`config.mk`:
```
export PLATFORM = sky130hd
export DESIGN_NAME = sync_up_counter_4bit
export DESIGN_NICKNAME = d
export VERILOG_FILES = /design/src/rtl/sync_up_counter_4bit.sv
export SDC_FILE = /design/constraint.sdc
export NUM_CORES = 1
export LEC_CHECK = 0
export CAP_MARGIN = 30
export CORE_AREA = 8 8 45 47
export DETAILED_ROUTE_END_ITERATION = 7
export DIE_AREA = 0 0 53 55
export GPL_TIMING_DRIVEN = 0
export PLACE_DENSITY_LB_ADDON = 0.12
export SLEW_MARGIN = 0
export SYNTH_ARGS = -nofsm -noshare
export SYNTH_HDL_FRONTEND = slang
export SYNTH_SLANG_ARGS = --single-unit
```
`constraint.sdc`:
```
create_clock -name clk -period 3.75 [get_ports clk]
set_input_delay 0.375 -clock clk [delete_from_list [all_inputs] [get_ports clk]]
set_output_delay 0.375 -clock clk [all_outputs]
set_load 0.01 [all_outputs]
```
`src/rtl/sync_up_counter_4bit.sv`:
```
// Synchronous up counter with enable, clear, parallel load, programmable terminal
// value and cascade carry; q, wrap and ovf are registered, tc and cout are combinational.
module sync_up_counter_4bit #(
  parameter int WIDTH = 4
) (
  input  logic             clk,
  input  logic             rst_n,
  input  logic             clr,
  input  logic             load,
  input  logic [WIDTH-1:0] d,
  input  logic             en,
  input  logic             cin,
  input  logic [WIDTH-1:0] top,
  output logic [WIDTH-1:0] q,
  output logic             tc,
  output logic             cout,
  output logic             wrap,
  output logic             ovf
);

  localparam logic [WIDTH-1:0] ZERO = {WIDTH{1'b0}};
  localparam logic [WIDTH-1:0] ONES = {WIDTH{1'b1}};
  localparam logic [WIDTH-1:0] ONE  = {{(WIDTH-1){1'b0}}, 1'b1};

  logic [WIDTH-1:0] q_r;
  logic [WIDTH-1:0] q_next_s;
  logic             wrap_r;
  logic             wrap_next_s;
  logic             ovf_r;
  logic             ovf_next_s;
  logic             adv_s;
  logic             tc_s;
  logic             wrap_hit_s;

  assign adv_s      = en & cin;
  assign tc_s       = (q_r == top);
  // All-ones is only reachable above top (loaded or top lowered live): natural wrap.
  assign wrap_hit_s = adv_s & (tc_s | (q_r == ONES));

  // Next-state selection in synchronous priority order: clr, load, wrap, count, hold.
  always_comb begin
    q_next_s    = q_r;
    wrap_next_s = 1'b0;
    ovf_next_s  = ovf_r;
    if (clr) begin
      q_next_s    = ZERO;
      wrap_next_s = 1'b0;
      ovf_next_s  = 1'b0;
    end else if (load) begin
      q_next_s    = d;
      wrap_next_s = 1'b0;
    end else if (wrap_hit_s) begin
      q_next_s    = ZERO;
      wrap_next_s = 1'b1;
      ovf_next_s  = 1'b1;
    end else if (adv_s) begin
      q_next_s    = q_r + ONE;
      wrap_next_s = 1'b0;
    end else begin
      q_next_s    = q_r;
      wrap_next_s = 1'b0;
    end
  end

  // Count, wrap-pulse and sticky-overflow registers.
  always_ff @(posedge clk or negedge rst_n) begin
    if (!rst_n) begin
      q_r    <= ZERO;
      wrap_r <= 1'b0;
      ovf_r  <= 1'b0;
    end else begin
      q_r    <= q_next_s;
      wrap_r <= wrap_next_s;
      ovf_r  <= ovf_next_s;
    end
  end

  assign q    = q_r;
  assign tc   = tc_s;
  assign cout = tc_s & adv_s;
  assign wrap = wrap_r;
  assign ovf  = ovf_r;

endmodule

```
==> out/qor.yml <==
timing:
  report.final.setup_viol: 0
  timing.slew.headroom: 0.779
  final-hold-violation-count: 0
  fin_worst_skew_ns: 0.00499
  setup_repair_after_global_routing_missed_its_margin: "false"
  max_clock_freq_ghz: 0.437
  slew_viol_final: 0
  setup_tns_ns: 0
  tightestPinTransition_ns: 0.331
  layout_worst_path_cycle_share: 0.610
  min_period_ns: 2.29
synth:
  synth_top_cell_by_area: "sky130_fd_sc_hd__dfrtp_1"
  synth-async-reset-ratio: 1.00
  synthFlopType: "sky130_fd_sc_hd__dfrtp_1"
  largest_cells_by_area_after_synthesis: "sky130_fd_sc_hd__dfrtp_1, sky130_fd_sc_hd__xnor2_2, sky130_fd_sc_hd__a2111oi_2"
  yosys.cell_types.count: 20
  postSynthCellCount: 45
  avgSynthCellArea_sq_um: 9.98
  synth.top_cell.area_share: 0.334
  synth-edff-count: 0
  warnings_synthesis: 0
  synth.net_count: 60
  synth_sequential_area_ratio: 0.334
  synth-seq-cells: 6
  synthesized_area_sq_um: 449
power_and_ir_drop:
  worst_ir_drop_vdd_v: 0.000223
  net_switching_power_of_the_design_mw: 0.0552
  share_of_power_burned_in_the_clock_network: 0.296
  power_per_cell_area_mw_per_mm2: 280
  share_seq_of_total_power: 0.392
  switching_share: 0.281
  p_leak_nw: 0.306
  power.combinational.fraction: 0.312
  internal_power_mw: 0.141
clock_tree:
  tritoncts.num_buffers: 3
  insertion_delay_ns: 0.24
  cts.path.max_buffers: 2
  clkSlewWorstSetupHoldPaths_ns: 0.04
  post-cts-setup-buffers: 0
  tritoncts: "built"
  cts_root_buffer: "sky130_fd_sc_hd__clkbuf_4"
  cts.repair.resized: 0
  cts_hold_repair.buffers: 0
  ctsHtreeMaxLevel: 1
  cts.sink_count: 6
global_route:
  vias_in_the_first_global_route: 461
  grt_max_degree: 9
  grt_antenna_before_repair: 0
  globalRouteOverflowTotal: 0
  grtUsageTotal: 0.0868
  global_route_wire_length_before_repair_um: 1870
detailed_routing:
  finalWirelength_um: 1100
  met2_length_um: 517
  vias_per_cell: 5.09
  ant_nets_after_route: 0
  routed-wl-met3_um: 90
  wire_per_inst_um: 12.9
  num_vias: 433
  drt_iter0_markers: 2
  drt_pass1_iterations: 3
  drt_drc_violations_left: 0
  highest_signal_layer: "met4"
  wirelength_met1_um: 475
placement:
  dp_hpwl_um: 910
  dp.cells: 82
  globalplace.congestion: 0.737
  numPortBuffers: 21
layout:
  layoutNonFillerInstCount: 85
  num_antenna_cells: 0
  syn2layout_area_growth_pct: 56.3
  final_nets: 86
  drive_above_1_share: 0.174
  mostFrequentLayoutCells: "sky130_fd_sc_hd__clkdlybuf4s50_1, sky130_fd_sc_hd__nor2_1, sky130_fd_sc_hd__dfrtp_1"
  mostFrequentLayoutCell: "sky130_fd_sc_hd__clkdlybuf4s50_1"
worst_setup_path:
  family_with_the_most_delay_on_the_worst_path: "buffers and inverters"
  cp_max_fo: 7
  crit_path_end_kind: "primary output"
  cp_data_required_time_ns: 3.38
  critPathMaxStageDelay_ns: 0.55
  worstPathArrival_ns: 1.91
  timing.critical_path.slowest_stage_cell: "sky130_fd_sc_hd__clkdlybuf4s50_1"
  crit_path_start_kind: "primary input"
  crit_top_cell: "sky130_fd_sc_hd__clkdlybuf4s50_1"
  crit_path_cell_trace: "clkdlybuf4s50_1, xnor2_2, nand4_4, nor2_1, clkdlybuf4s50_1"
  cp.buffers_inverters: 2
  critPathKind: "primary input to primary output"
run_status:
  result_of_the_run: "complete, no violations"
min_path:
  hold_path_class: "primary input to asynchronous set/reset pin"
die:
  initial_core_util: 0.325
  die_y_extent_um: 55
  dieArea_sq_mm: 0.00292
  die_width_um: 53
  fp.coreArea_sq_mm: 0.00138
  io_count: 22
  core.rowCount: 14
job:
  max-cap-violations: 0
-- layer usage --
metal,track usage,vias to the layer above
met5,0,-
met4,0.0517,0
met3,0.0401,2
met2,0.137,19
met1,0.0941,196
li1,-,216
-- area by class of cell --
| type | count | area (sq um) |
|---|---|---|
| flip-flops and latches | 6 | 150 |
| inverters | 4 | 15.0 |
| clock buffers | 3 | 22.5 |
| well taps | 16 | 20.0 |
| fillers | 133 | 682 |
| multi-input cells | 35 | 284 |
| repair buffers | 21 | 210 |
-- logic make-up after synthesis --
| family | Yosys count | share of synthesized area |
|---|---|---|
| flops | 6 | 0.334 |
| buf+inv | 4 | 0.0334 |
| simple gates | 19 | 0.231 |
| compound gates | 11 | 0.228 |
| xor+xnor | 4 | 0.145 |
| fa+ha+maj | 1 | 0.0279 |
-- flip-flops by register name (all words and copies together) (netlist names) --
signal,count
q,4
wrap,1
ovf,1
-- cell usage after synthesis, types with 2 or more instances --
library cell and n:
sky130_fd_sc_hd__nor2_1 6, sky130_fd_sc_hd__nand2_1 4, sky130_fd_sc_hd__a221oi_1 2, sky130_fd_sc_hd__nand3_1 4, sky130_fd_sc_hd__a21o_1 2, sky130_fd_sc_hd__inv_1 4, sky130_fd_sc_hd__dfrtp_1 6, sky130_fd_sc_hd__a2111oi_2 2
sky130_fd_sc_hd__xnor2_2 4
-- stage by stage --
stage / power [mW] / cell area, sq um / hold slack (ns) / setup slack (ns) / utilization
5_1_grt: 0.210 / 702 / 0.371 / 1.36 / 0.507
3_5_place_dp: 0.140 / 679 / 0.479 / 1.46 / 0.491
3_3_place_gp: 0.140 / 679 / 0.471 / 1.45 / 0.491
6_report: 0.196 / 702 / 0.366 / 1.46 / 0.507
4_1_cts: 0.200 / 702 / 0.368 / 1.44 / 0.507
2_1_floorplan: 0.107 / 449 / 0.0794 / 2.30 / -
-- final timing paths --
kind / endpoint / slack, ns / cells past startpoint / start
min in group clk: ovf / 0.48 / 1 / ovf
min: q[3] / 0.37 / 1 / rst_n
max: cout / 1.46 / 5 / top[0]
max reg2reg: q[3] / 2.19 / 5 / q[0]
max in group asynchronous: ovf / 3.17 / 1 / rst_n
min reg2reg: ovf / 0.48 / 1 / ovf
-- power groups by stage --
stage | clock [mW] | combinational [mW] | sequential, mW
5_1_grt | 0.0651 | 0.0669 | 0.0782
4_1_cts | 0.0609 | 0.0625 | 0.0770
2_1_floorplan | 0 | 0.0286 | 0.0785
3_5_place_dp | 0 | 0.0624 | 0.0778
3_3_place_gp | 0 | 0.0616 | 0.0779
6_report | 0.0581 | 0.0612 | 0.0770
Note: power is estimated with default switching activity, not from simulation.
==> patch 1: new RTL, same flow settings <==
Register the inputs `clr`, `load`, `d`, `en`, `cin` and `top` before use, without a reset. The logic sees them one clock later.
--- a/src/rtl/sync_up_counter_4bit.sv
+++ b/src/rtl/sync_up_counter_4bit.sv
@@ -22,6 +22,22 @@
   localparam logic [WIDTH-1:0] ONES = {WIDTH{1'b1}};
   localparam logic [WIDTH-1:0] ONE  = {{(WIDTH-1){1'b0}}, 1'b1};
 
+  logic clr_q;
+  logic load_q;
+  logic [WIDTH-1:0] d_q;
+  logic en_q;
+  logic cin_q;
+  logic [WIDTH-1:0] top_q;
+
+  always_ff @(posedge clk) begin
+    clr_q  <= clr;
+    load_q <= load;
+    d_q    <= d;
+    en_q   <= en;
+    cin_q  <= cin;
+    top_q  <= top;
+  end
+
   logic [WIDTH-1:0] q_r;
   logic [WIDTH-1:0] q_next_s;
   logic             wrap_r;
@@ -32,8 +48,8 @@
   logic             tc_s;
   logic             wrap_hit_s;
 
-  assign adv_s      = en & cin;
-  assign tc_s       = (q_r == top);
+  assign adv_s      = en_q & cin_q;
+  assign tc_s       = (q_r == top_q);
   // All-ones is only reachable above top (loaded or top lowered live): natural wrap.
   assign wrap_hit_s = adv_s & (tc_s | (q_r == ONES));
 
@@ -42,12 +58,12 @@
     q_next_s    = q_r;
     wrap_next_s = 1'b0;
     ovf_next_s  = ovf_r;
-    if (clr) begin
+    if (clr_q) begin
       q_next_s    = ZERO;
       wrap_next_s = 1'b0;
       ovf_next_s  = 1'b0;
-    end else if (load) begin
-      q_next_s    = d;
+    end else if (load_q) begin
+      q_next_s    = d_q;
       wrap_next_s = 1'b0;
     end else if (wrap_hit_s) begin
       q_next_s    = ZERO;
Check against the original RTL: not equivalent (Yosys sat finds a counterexample within 4 cycles, from zero or initial values and one cycle with rst_n low).
==> patch 1 against the original RTL <==
- routed wire length rose by 26%
- synthesized area up 52%
- total power rose by 98%
- hold slack worse by 0.049 ns
- highest routed layer unchanged
- cell area rose by 35%
- clock power up 100%
- clock skew is 0.0021 ns lower
- sequential cell count rose by 12
- critical path depth down 1
- worst setup slack worse by 0.015 ns
==> patch 1: results (changes against the original RTL) <==
initialDrtViolationCount: 13  # was 2
drv_slew: 0  # unchanged
clk_pin_slew_ns: 0.10  # was 0.04 ns
port_buffers: 21  # unchanged
synth_fp_nets: 72  # was 60
vias: 538  # was 433
dr.pass1.iters: 4  # was 3
holdWs_ns: 0.317  # was 0.366 ns
postCtsSetupRepairBufs: 0  # unchanged
yosysWarningCount: 0  # unchanged
synth_common_cells: "12 x dfxtp_1, 6 x dfrtp_1, 6 x nor2_1"  # was 6 x dfrtp_1, 6 x nor2_1
dp_hpwl_um: 1110  # was 910 µm
pre_cts_ws_ns: 1.75  # was 1.46 ns
drive_gt1_frac: 0.146  # was 0.174
slowest_stage: "clkdlybuf4s50_1"  # unchanged
ys_types: 24  # was 20
slowest_delay_ns: 0.54
outcome: "complete, no violations"  # unchanged
synth.area.top_cells: "dfxtp_1 35%, dfrtp_1 22%, a2111oi_4 4.0%"  # was dfrtp_1 33%, xnor2_2 14%, a2111oi_2 6.7%
yosysSeqAreaShare: 0.571  # was 0.334
fin_skew_ns: 0.00285  # was 0.00499 ns
antenna_found_initial: 0  # unchanged
fin_nets: 98  # was 86
n_fill_cell: 113  # was 133
wl_per_cell_um: 14.1  # was 12.9 µm
cts_buffers: 3  # unchanged
hp-class: "in2async"  # unchanged
peakVddDrop_v: 0.000248  # was 0.000223 V
p_leak_nw: 0.399  # was 0.306 nW
rrSetupSlack_ns: 2.22  # was 2.19 ns
grt_pass1_wl_um: 2330  # was 1870 µm
antenna_cells: 0  # unchanged
grt_max_degree: 11  # was 9
dpl_cell_area_um2: 913  # was 679 µm²
finalWeightedCongestion: 0.766  # was 0.737
crit_arrival_ns: 1.93  # was 1.91 ns
groute.usage.overall: 0.109  # was 0.0868
timing.fmax_ghz: 0.434  # was 0.437 GHz
worst-slew-pin-transition_ns: 0.301  # was 0.331 ns
drtAntennaViolNets: 0  # unchanged
cts_max_level: 1  # unchanged
async_flop_share: 0.333  # was 1.00
insertion_delay_ns: 0.29  # was 0.24 ns
-- patch 1: path summary, 6_finish.rpt --
kind                         from   end  cells past startpoint
min reg2reg                d_q[0]  q[0]                      2
min                         rst_n  q[3]                      1
max in group asynchronous   rst_n  wrap                      1
max reg2reg                  q[0]  q[3]                      5
min in group clk           d_q[0]  q[0]                      2
max                          q[0]  cout                      4
-- patch 1: kinds of logic (layout without fill, tap and decap cells) --
logic type | count (synthesis) | after routing | synth area share
and+or+nand+nor | 19 | 19 | 0.158
DFF | 18 | 18 | 0.571
AOI/OAI and AO/OA | 11 | 11 | 0.168
xor gates and xnor gates | 4 | 4 | 0.0623
buffers and inverters | 4 | 29 | 0.0220
adders and majority gates | 1 | 1 | 0.0183
-- patch 1: metal layers --
metal | track usage | share of wire
met3 | 0.0401 | 0.067
met5 | 0 | 0
met4 | 0.0517 | 0.0065
met2 | 0.186 | 0.54
met1 | 0.117 | 0.39
-- patch 1: power by group --
part | switching, W | internal (W) | leakage, nW
Combinational | 0.0000220 | 0.0000335 | 0.197
Sequential | 0.0000128 | 0.000203 | 0.181
Clock | 0.0000584 | 0.0000591 | 0.0210
Total | 0.0000932 | 0.000295 | 0.399
-- patch 1: final cells by class --
| class | count | area [µm²] | area share |
|---|---|---|---|
| clock buffer | 4 | 36.3 | 0.0382 |
| multi-input combinational | 35 | 278 | 0.292 |
| timing repair buffer | 21 | 210 | 0.221 |
| tap | 16 | 20.0 | 0.0211 |
| inverter | 4 | 15.0 | 0.0158 |
| sequential | 18 | 390 | 0.411 |
-- patch 1: metrics by stage --
| stage | std cells | total power [W] |
|---|---|---|
| final | 98 | 0.000389 |
| after global placement | 94 | 0.000275 |
| after floorplan | 57 | 0.000246 |
| after CTS | 98 | 0.000394 |
| after global routing | 98 | 0.000407 |
| after detailed placement | 94 | 0.000276 |
==> patch 2: new RTL, same settings <==
Without the edit above. Change the parameter `WIDTH` from 4 to 3.
--- a/src/rtl/sync_up_counter_4bit.sv
+++ b/src/rtl/sync_up_counter_4bit.sv
@@ -1,7 +1,7 @@
 // Synchronous up counter with enable, clear, parallel load, programmable terminal
 // value and cascade carry; q, wrap and ovf are registered, tc and cout are combinational.
 module sync_up_counter_4bit #(
-  parameter int WIDTH = 4
+  parameter int WIDTH = 3
 ) (
   input  logic             clk,
   input  logic             rst_n,
Ports: changed (resized d, q and top); port bits go from 22 to 19. No check against the original RTL was run, so the function may have changed too.
==> patch 2 against the original RTL <==
- largest cell class unchanged
- critical path type unchanged
- highest routed layer unchanged
- count of clock-buffer cells in the layout rose by 1
- cell area decreased by 19%
- total power fell by 13%
- sequential cell count decreased by 1
- routed wire length shrank 7.6%
- first-iteration DRC count grew to 2.5 times the old value
- combinational power shrank 25%
- final cell count shrank 14%
- worst setup slack worse by 0.076 ns
- synthesized area decreased by 23%
- sequential power decreased by 21%
- clock skew increased by 0.0031 ns
==> patch 2: results (changes against the original RTL) <==
synth.area.top_cells: "dfrtp_1 36%, xnor2_1 7.6%, ha_1 7.2%"  # was dfrtp_1 33%, xnor2_2 14%, a2111oi_2 6.7%
wl_per_cell_um: 13.9  # was 12.9 µm
ys_types: 21  # was 20
cts_buffers: 3  # unchanged
finalWeightedCongestion: 0.736  # was 0.737
via_per_inst: 4.99  # was 5.09
cp_max_fo: 4  # was 7
syn_avg_cell_area_um2: 9.87  # was 9.98 µm²
port_buffers: 18  # was 21
p_leak_nw: 0.240  # was 0.306 nW
slew_headroom: 0.822  # was 0.779
peakVddDrop_v: 0.000123  # was 0.000223 V
groute.usage.overall: 0.0817  # was 0.0868
grt_pass1_vias: 370  # was 461
synth_fa_ha_area_frac: 0.0725  # was 0.0279
synth_common_cells: "5 x dfrtp_1, 3 x a21oi_1, 3 x nor2b_1, 3 x xnor2_1"  # was 6 x dfrtp_1, 6 x nor2_1
dpl_cell_area_um2: 546  # was 679 µm²
yosysSeqAreaShare: 0.362  # was 0.334
p_int_w: 0.000124  # was 0.000141 W
initialDrtViolationCount: 5  # was 2
largest_reg_flops: 3  # was 4
synth-compound-area-share: 0.214  # was 0.228
clk_pin_slew_ns: 0.05
fin_nets: 72  # was 86
crit_arrival_ns: 1.99  # was 1.91 ns
drive_gt1_frac: 0.123  # was 0.174
outcome: "complete, no violations"  # unchanged
reg2reg_to: "q[0]"  # was q[3]
ff2ff_path_depth: 4  # was 5
dpl.cell_count: 69  # was 82
fin_cells: 73  # was 85
insertion_delay_ns: 0.25
cts_root_buffer: "clkbuf_4"  # unchanged
dr.pass1.iters: 4  # was 3
synth-xor-area-share: 0.0761  # was 0.145
start_util: 0.250  # was 0.325
synth_fp_nets: 49  # was 60
dp_hpwl_um: 793  # was 910 µm
rrSetupSlack_ns: 2.22  # was 2.19 ns
synth_top_area_cell: "dfrtp_1"  # unchanged
fin_skew_ns: 0.00811  # was 0.00499 ns
grt_pass1_wl_um: 1610  # was 1870 µm
==> patch 2: power groups by stage <==
stage	sequential, W	combinational [W]	clock (W)
finish	0.0000605	0.0000460	0.0000642
global route	0.0000611	0.0000504	0.0000746
CTS	0.0000608	0.0000465	0.0000679
detailed placement	0.0000616	0.0000463	0
global placement	0.0000616	0.0000463	0
floorplan	0.0000616	0.0000187	0
==> patch 2: cells by family (layout without fill, tap and decap cells) <==
kind of cell | Yosys count | in the layout
AND/OR/NAND/NOR | 14 | 14
AO/OA/AOI/OAI | 10 | 10
flip-flops | 5 | 5
XOR/XNOR | 3 | 3
adder cells (fa/ha/maj) | 2 | 2
buffers and inverters | 1 | 23
==> patch 2: area by class of cell <==
type                            instances  area, µm²
Sequential cell                         5        125
Multi-Input combinational cell         29        216
Fill cell                             149        812
Inverter                                1       3.75
Tap cell                               16       20.0
Clock buffer                            4       26.3
Timing Repair Buffer                   18        180
==> patch 2: worst max path at each step <==
stage          startpoint   end  slack, ns  depth (start not counted)
2_1_floorplan        q[0]  cout       2.26                          3
3_3_place_gp       top[0]  cout       1.38                          5
3_5_place_dp       top[0]  cout       1.39                          5
4_1_cts            top[2]  cout       1.38                          5
5_1_grt            top[2]  cout       1.27                          5
6_report           top[1]  cout       1.38                          5
==> patch 2: worst reg2reg max path, delay by kind of cell, from the launching register on <==
kind / cells / cell delay [ns]
AO/OA/AOI/OAI: 2 / 0.52
flip-flops: 1 / 0.44
adder cells (fa/ha/maj): 2 / 0.45
==> patch 2: layer usage <==
| layer | up-vias | global-route usage | part of all wire |
|---|---|---|---|
| met3 | 2 | 0.0508 | 0.098 |
| met4 | 0 | 0.0776 | 0.019 |
| met2 | 16 | 0.104 | 0.44 |
| met1 | 168 | 0.0905 | 0.45 |
| met5 | - | 0 | 0 |
| li1 | 178 | - | - |
==> patch 2: through the flow <==
stage	setup slack [ns]	utilization	power, W	hold slack [ns]
global placement	1.38	0.394	0.000108	0.547
global route	1.27	0.413	0.000186	0.342
finish	1.38	0.413	0.000171	0.348
detailed placement	1.39	0.394	0.000108	0.539
CTS	1.38	0.413	0.000175	0.340
floorplan	2.26	-	0.0000803	0.0794
